==> src/rtl/scale_2d_sched.sv <==
// Vertical line scheduler for a 2-D scaler: walks source lines with a Bresenham
// accumulator and launches one horizontal-scaler pass per output line.
module scale_2d_sched #(
  parameter int C_S_HEIGHT_WIDTH = 12,
  parameter int C_M_HEIGHT_WIDTH = 12,
  parameter int C_S_ADDR_WIDTH   = 32
) (
  input  logic                        clk,
  input  logic                        resetn,
  input  logic                        fsync,
  input  logic [C_S_HEIGHT_WIDTH-1:0] s_height,
  input  logic [C_M_HEIGHT_WIDTH-1:0] m_height,
  input  logic [C_S_ADDR_WIDTH-1:0]   s_base_addr,
  input  logic [C_S_ADDR_WIDTH-1:0]   s_stride,
  output logic                        line_start,
  output logic [C_S_ADDR_WIDTH-1:0]   line_addr,
  output logic [C_S_HEIGHT_WIDTH-1:0] s_row,
  output logic [C_M_HEIGHT_WIDTH-1:0] m_row,
  input  logic                        line_done,
  output logic                        busy,
  output logic                        frame_done,
  output logic                        fsync_drop
);

  localparam int SW = C_S_HEIGHT_WIDTH;
  localparam int MW = C_M_HEIGHT_WIDTH;
  localparam int CW = SW + MW;

  typedef enum logic [2:0] {IDLE, SEEK, ISSUE, WAIT, DONE} state_t;

  state_t                    state;
  logic [SW-1:0]             s_h_r;
  logic [MW-1:0]             m_h_r;
  logic [C_S_ADDR_WIDTH-1:0] stride_r;
  logic [CW-1:0]             s_cnt, m_cnt;
  logic [CW-1:0]             s_h_ext, m_h_ext;

  assign s_h_ext    = {{MW{1'b0}}, s_h_r};
  assign m_h_ext    = {{SW{1'b0}}, m_h_r};
  assign fsync_drop = fsync && (state != IDLE);

  always_ff @(posedge clk or negedge resetn) begin
    if (!resetn) begin
      state      <= IDLE;
      s_h_r      <= '0;
      m_h_r      <= '0;
      stride_r   <= '0;
      s_cnt      <= '0;
      m_cnt      <= '0;
      line_addr  <= '0;
      s_row      <= '0;
      m_row      <= '0;
      line_start <= 1'b0;
      frame_done <= 1'b0;
      busy       <= 1'b0;
    end else begin
      line_start <= 1'b0;
      frame_done <= 1'b0;
      case (state)
        IDLE: if (fsync) begin
          s_h_r     <= s_height;
          m_h_r     <= m_height;
          stride_r  <= s_stride;
          s_cnt     <= {{SW{1'b0}}, m_height};
          m_cnt     <= {{MW{1'b0}}, s_height};
          s_row     <= '0;
          m_row     <= '0;
          line_addr <= s_base_addr;
          busy      <= 1'b1;
          state     <= (s_height == '0 || m_height == '0) ? DONE : SEEK;
        end
        // Accumulators compare (s_row+1)*m_height against (m_row+1)*s_height.
        SEEK: if (s_cnt < m_cnt) begin
          s_cnt     <= s_cnt + m_h_ext;
          s_row     <= s_row + SW'(1);
          line_addr <= line_addr + stride_r;
        end else begin
          line_start <= 1'b1;
          state      <= ISSUE;
        end
        ISSUE: state <= WAIT;
        WAIT: if (line_done) begin
          if (s_cnt <= m_cnt) begin
            s_cnt     <= s_cnt + m_h_ext;
            s_row     <= s_row + SW'(1);
            line_addr <= line_addr + stride_r;
          end
          m_cnt <= m_cnt + s_h_ext;
          if (m_row == m_h_r - MW'(1)) begin
            state <= DONE;
          end else begin
            m_row <= m_row + MW'(1);
            state <= SEEK;
          end
        end
        DONE: begin
          frame_done <= 1'b1;
          busy       <= 1'b0;
          state      <= IDLE;
        end
        default: state <= IDLE;
      endcase
    end
  end

endmodule
==> config.mk <==
export PLATFORM = sky130hd
export DESIGN_NAME = scale_2d_sched
export DESIGN_NICKNAME = d
export VERILOG_FILES = /design/src/rtl/scale_2d_sched.sv
export SDC_FILE = /design/constraint.sdc
export NUM_CORES = 1
export LEC_CHECK = 0
export BUFFER_PORTS_ARGS = -buffer_cell sky130_fd_sc_hd__clkbuf_2
export CAP_MARGIN = 5
export CORE_AREA = 8 8 165 167
export CTS_CLUSTER_DIAMETER = 150
export DETAILED_ROUTE_END_ITERATION = 8
export DIE_AREA = 0 0 173 175
export PLACE_DENSITY = 0.62
export SYNTH_ARGS = -nofsm -noshare
export SYNTH_HDL_FRONTEND = slang
export SYNTH_SLANG_ARGS = --single-unit
==> constraint.sdc <==
create_clock -name clk -period 3.6 [get_ports clk]
set_input_delay 0.72 -clock clk [delete_from_list [all_inputs] [get_ports clk]]
set_output_delay 0.72 -clock clk [all_outputs]
set_load 0.005 [all_outputs]
==> results.cfg <==
[placement]
placedCellCount = 1737
place_congestion = 0.862
dp_slack_ns = 0.487
io_buffers = 151
hpwl_um = 20900
dpl_cell_area_mm2 = 0.0120

[cts]
cts_buffers = 17
cts_tree = yes
cts_resized = 0
clkLatencyLatePin_ns = 0.43
cts_max_level = 4
post_cts_buffers = 0
cts.sinks = 166
cts.path.max_buffers = 2
ctsHoldBuffers = 0
path_clk_slew_ns = 0.07
cts_root_buf = clkbuf_16

[worst_hold_path]
hold_class = in -> async

[pwr]
p_per_area_mw_per_mm2 = 1050
irDropWorstVdd_v = 0.000596
p_leak_uw = 0.00606

[sta]
drv_slew = 0
setup_slack_ns = 0.457
fin_skew_ns = 0.0107
rsz0062_at_grt = no
fin_crit_sh_pct = 87.3
finalSetupTns_ns = 0
finalHoldViolations = 0
worstMarginPinSlew_ns = 0.754
slew_headroom_pct = 49.7
min_period_ns = 3.14
setup_viol = 0
fmax_ghz = 0.318

[layout]
fillers = 2430
fin_nets = 1603
area_delta_synth_final_pct = 15.8
utilization_pct = 51.0
mostFrequentLayoutCell = nand2_1
n_antenna_cell = 0
stdcell_count = 1769
layout_common_cells = nand2_1, dfrtp_1, clkbuf_2
final_area_mm2 = 0.0126
drive_gt1_share_pct = 15.9

[global_routing]
grt_pass1_wl_um = 47500
grt_util_met1_pct = 25.5
busiest_layer = met2
grt_overflow = 0
grt_pass1_vias = 9327
grt_max_degree = 102
use_met2_pct = 30.6
grt_util_met3_pct = 3.26
grt_use_total_pct = 18.8
antenna_found_initial = 0

[drt]
remaining_drc_errors = 0
firstDrtPassIters = 4
antenna_left = 0
viasPerCell = 5.38
wl_per_cell_um = 16.2
drt_iter0_drc = 479
vias = 9517
totalWireLength_um = 28600

[critical_path]
r2r-start = m_cnt[0]
path_class = reg -> reg
rr_worst_depth = 11
critical_path.endpoint_type = register
crit_buf_inv = 0
worstPathMaxFanout = 7
max_stage_delay_ns = 0.52
crit_path_start_kind = register
r2r_setup_slack_ns = 0.46
r2r-end = m_cnt[14]
crit_required_ns = 3.89
critPathSlowestCell = o22ai_1
crit_chain = ha_1 > fa_1 > a21o_1 > a21oi_1 > o21ai_0 > a21oi_1 > o21ai_0 > o22ai_1 > nor3_1 > xnor2_1 > nor2_1
crit_family = compound AO/OA/AOI/OAI gates
worstPathArrival_ns = 3.43

[floorplanning]
dieWidth_um = 173
die_height_um = 175
ios = 152
start_util_pct = 44.0
num_rows = 58
die_area_mm2 = 0.0303
core-area_mm2 = 0.0247

[synthesis]
ys_types = 66
yosys_warnings = 0
synth-edff-count = 0
synth_nets = 1473
syn_area_per_cell_um2 = 8.38
ys_seq_area_share_pct = 38.2
ys_async_sr_fraction_pct = 100
ys.flop_type = dfrtp_1
syn_area_mm2 = 0.0109
netlist_instances = 1296
ys_seq_elements = 166

[run]
maxCapViolations = 0

[status]
outcome = complete, no violations
Yosys cell counts (all sizes together), types with 5 or more instances:
library cell / instances / area share, %
o31ai: 5 / 0.47
nor4: 13 / 0.94
nand4: 20 / 1.2
or3: 17 / 0.98
xor2: 39 / 3.1
buf: 16 / 0.83
a211oi: 14 / 0.97
nor2b: 13 / 0.82
nand2b: 6 / 0.35
o211ai: 10 / 0.69
inv: 52 / 1.8
nor3: 25 / 1.2
dfrtp: 166 / 38
nor2: 125 / 4.3
clkbuf: 37 / 1.3
nand2: 244 / 8.4
o21bai: 11 / 0.76
ha: 82 / 9.4
a21oi: 99 / 4.8
and3: 18 / 1.0
nor3b: 6 / 0.52
o21ai: 79 / 4.0
xnor2: 50 / 4.0
nand3: 36 / 1.7
a21o: 19 / 1.3
and2: 7 / 0.40
o21a: 8 / 0.55
a31oi: 30 / 1.7
how the worst max path moves through the flow:
stage / start / end / slack (ns) / cells after the start
after floorplan: line_addr[0] / line_addr[28] / 0.85 / 11
after global placement: m_cnt[0] / m_cnt[14] / 0.49 / 11
after detailed placement: m_cnt[0] / m_cnt[14] / 0.49 / 11
after CTS: m_cnt[0] / m_cnt[22] / 0.45 / 11
after global routing: m_cnt[0] / m_cnt[20] / 0.13 / 11
final: m_cnt[0] / m_cnt[14] / 0.46 / 11
layer usage:
layer / routed length (um) / share of wire (%) / up-vias
met4: 286 / 1.0 / 0
li1: - / - / 4776
met5: 0 / 0 / -
met3: 1160 / 4.1 / 19
met1: 13700 / 48 / 4540
met2: 13400 / 47 / 182
power breakdown:
part           switching, uW  leakage, uW  internal, uW
clock                    797     0.000298          1140
sequential               735      0.00208          2610
combinational           4580      0.00368          3370
total                   6110      0.00606          7120
cells by family after synthesis:
kind of cell | count (synthesis) | share of synthesized area, %
compound gates | 300 | 17.2
xor+xnor | 89 | 7.18
fa+ha+maj | 85 | 10.0
buf+inv | 105 | 3.90
flops | 166 | 38.2
mux | 7 | 0.680
simple gates | 544 | 22.8
per-stage QoR:
stage                     hold slack [ns]  total power, uW
after detailed placement            0.468            11300
after CTS                           0.215            13300
after floorplan                     0.424             9340
after global placement              0.463            11200
final                               0.211            13200
after global routing                0.231            14500
state kept, by name (all words and copies together) (netlist names):
signal      cells
s_h_r          12
line_start      1
m_row          12
state           3
line_addr      32
m_cnt          24
frame_done      1
m_h_r          12
s_cnt          24
s_row          12
stride_r       32
busy            1
cell type report:
cell class | instances | area (um2) | share of cell area, %
Inverter | 52 | 195 | 1.55
Multi-Input combinational cell | 1025 | 6300 | 50.1
Timing Repair Buffer | 164 | 897 | 7.13
Sequential cell | 166 | 4150 | 33.0
Clock buffer | 19 | 453 | 3.60
Tap cell | 330 | 413 | 3.28
Clock inverter | 13 | 169 | 1.34
Note: power is estimated with default switching activity, not from simulation.
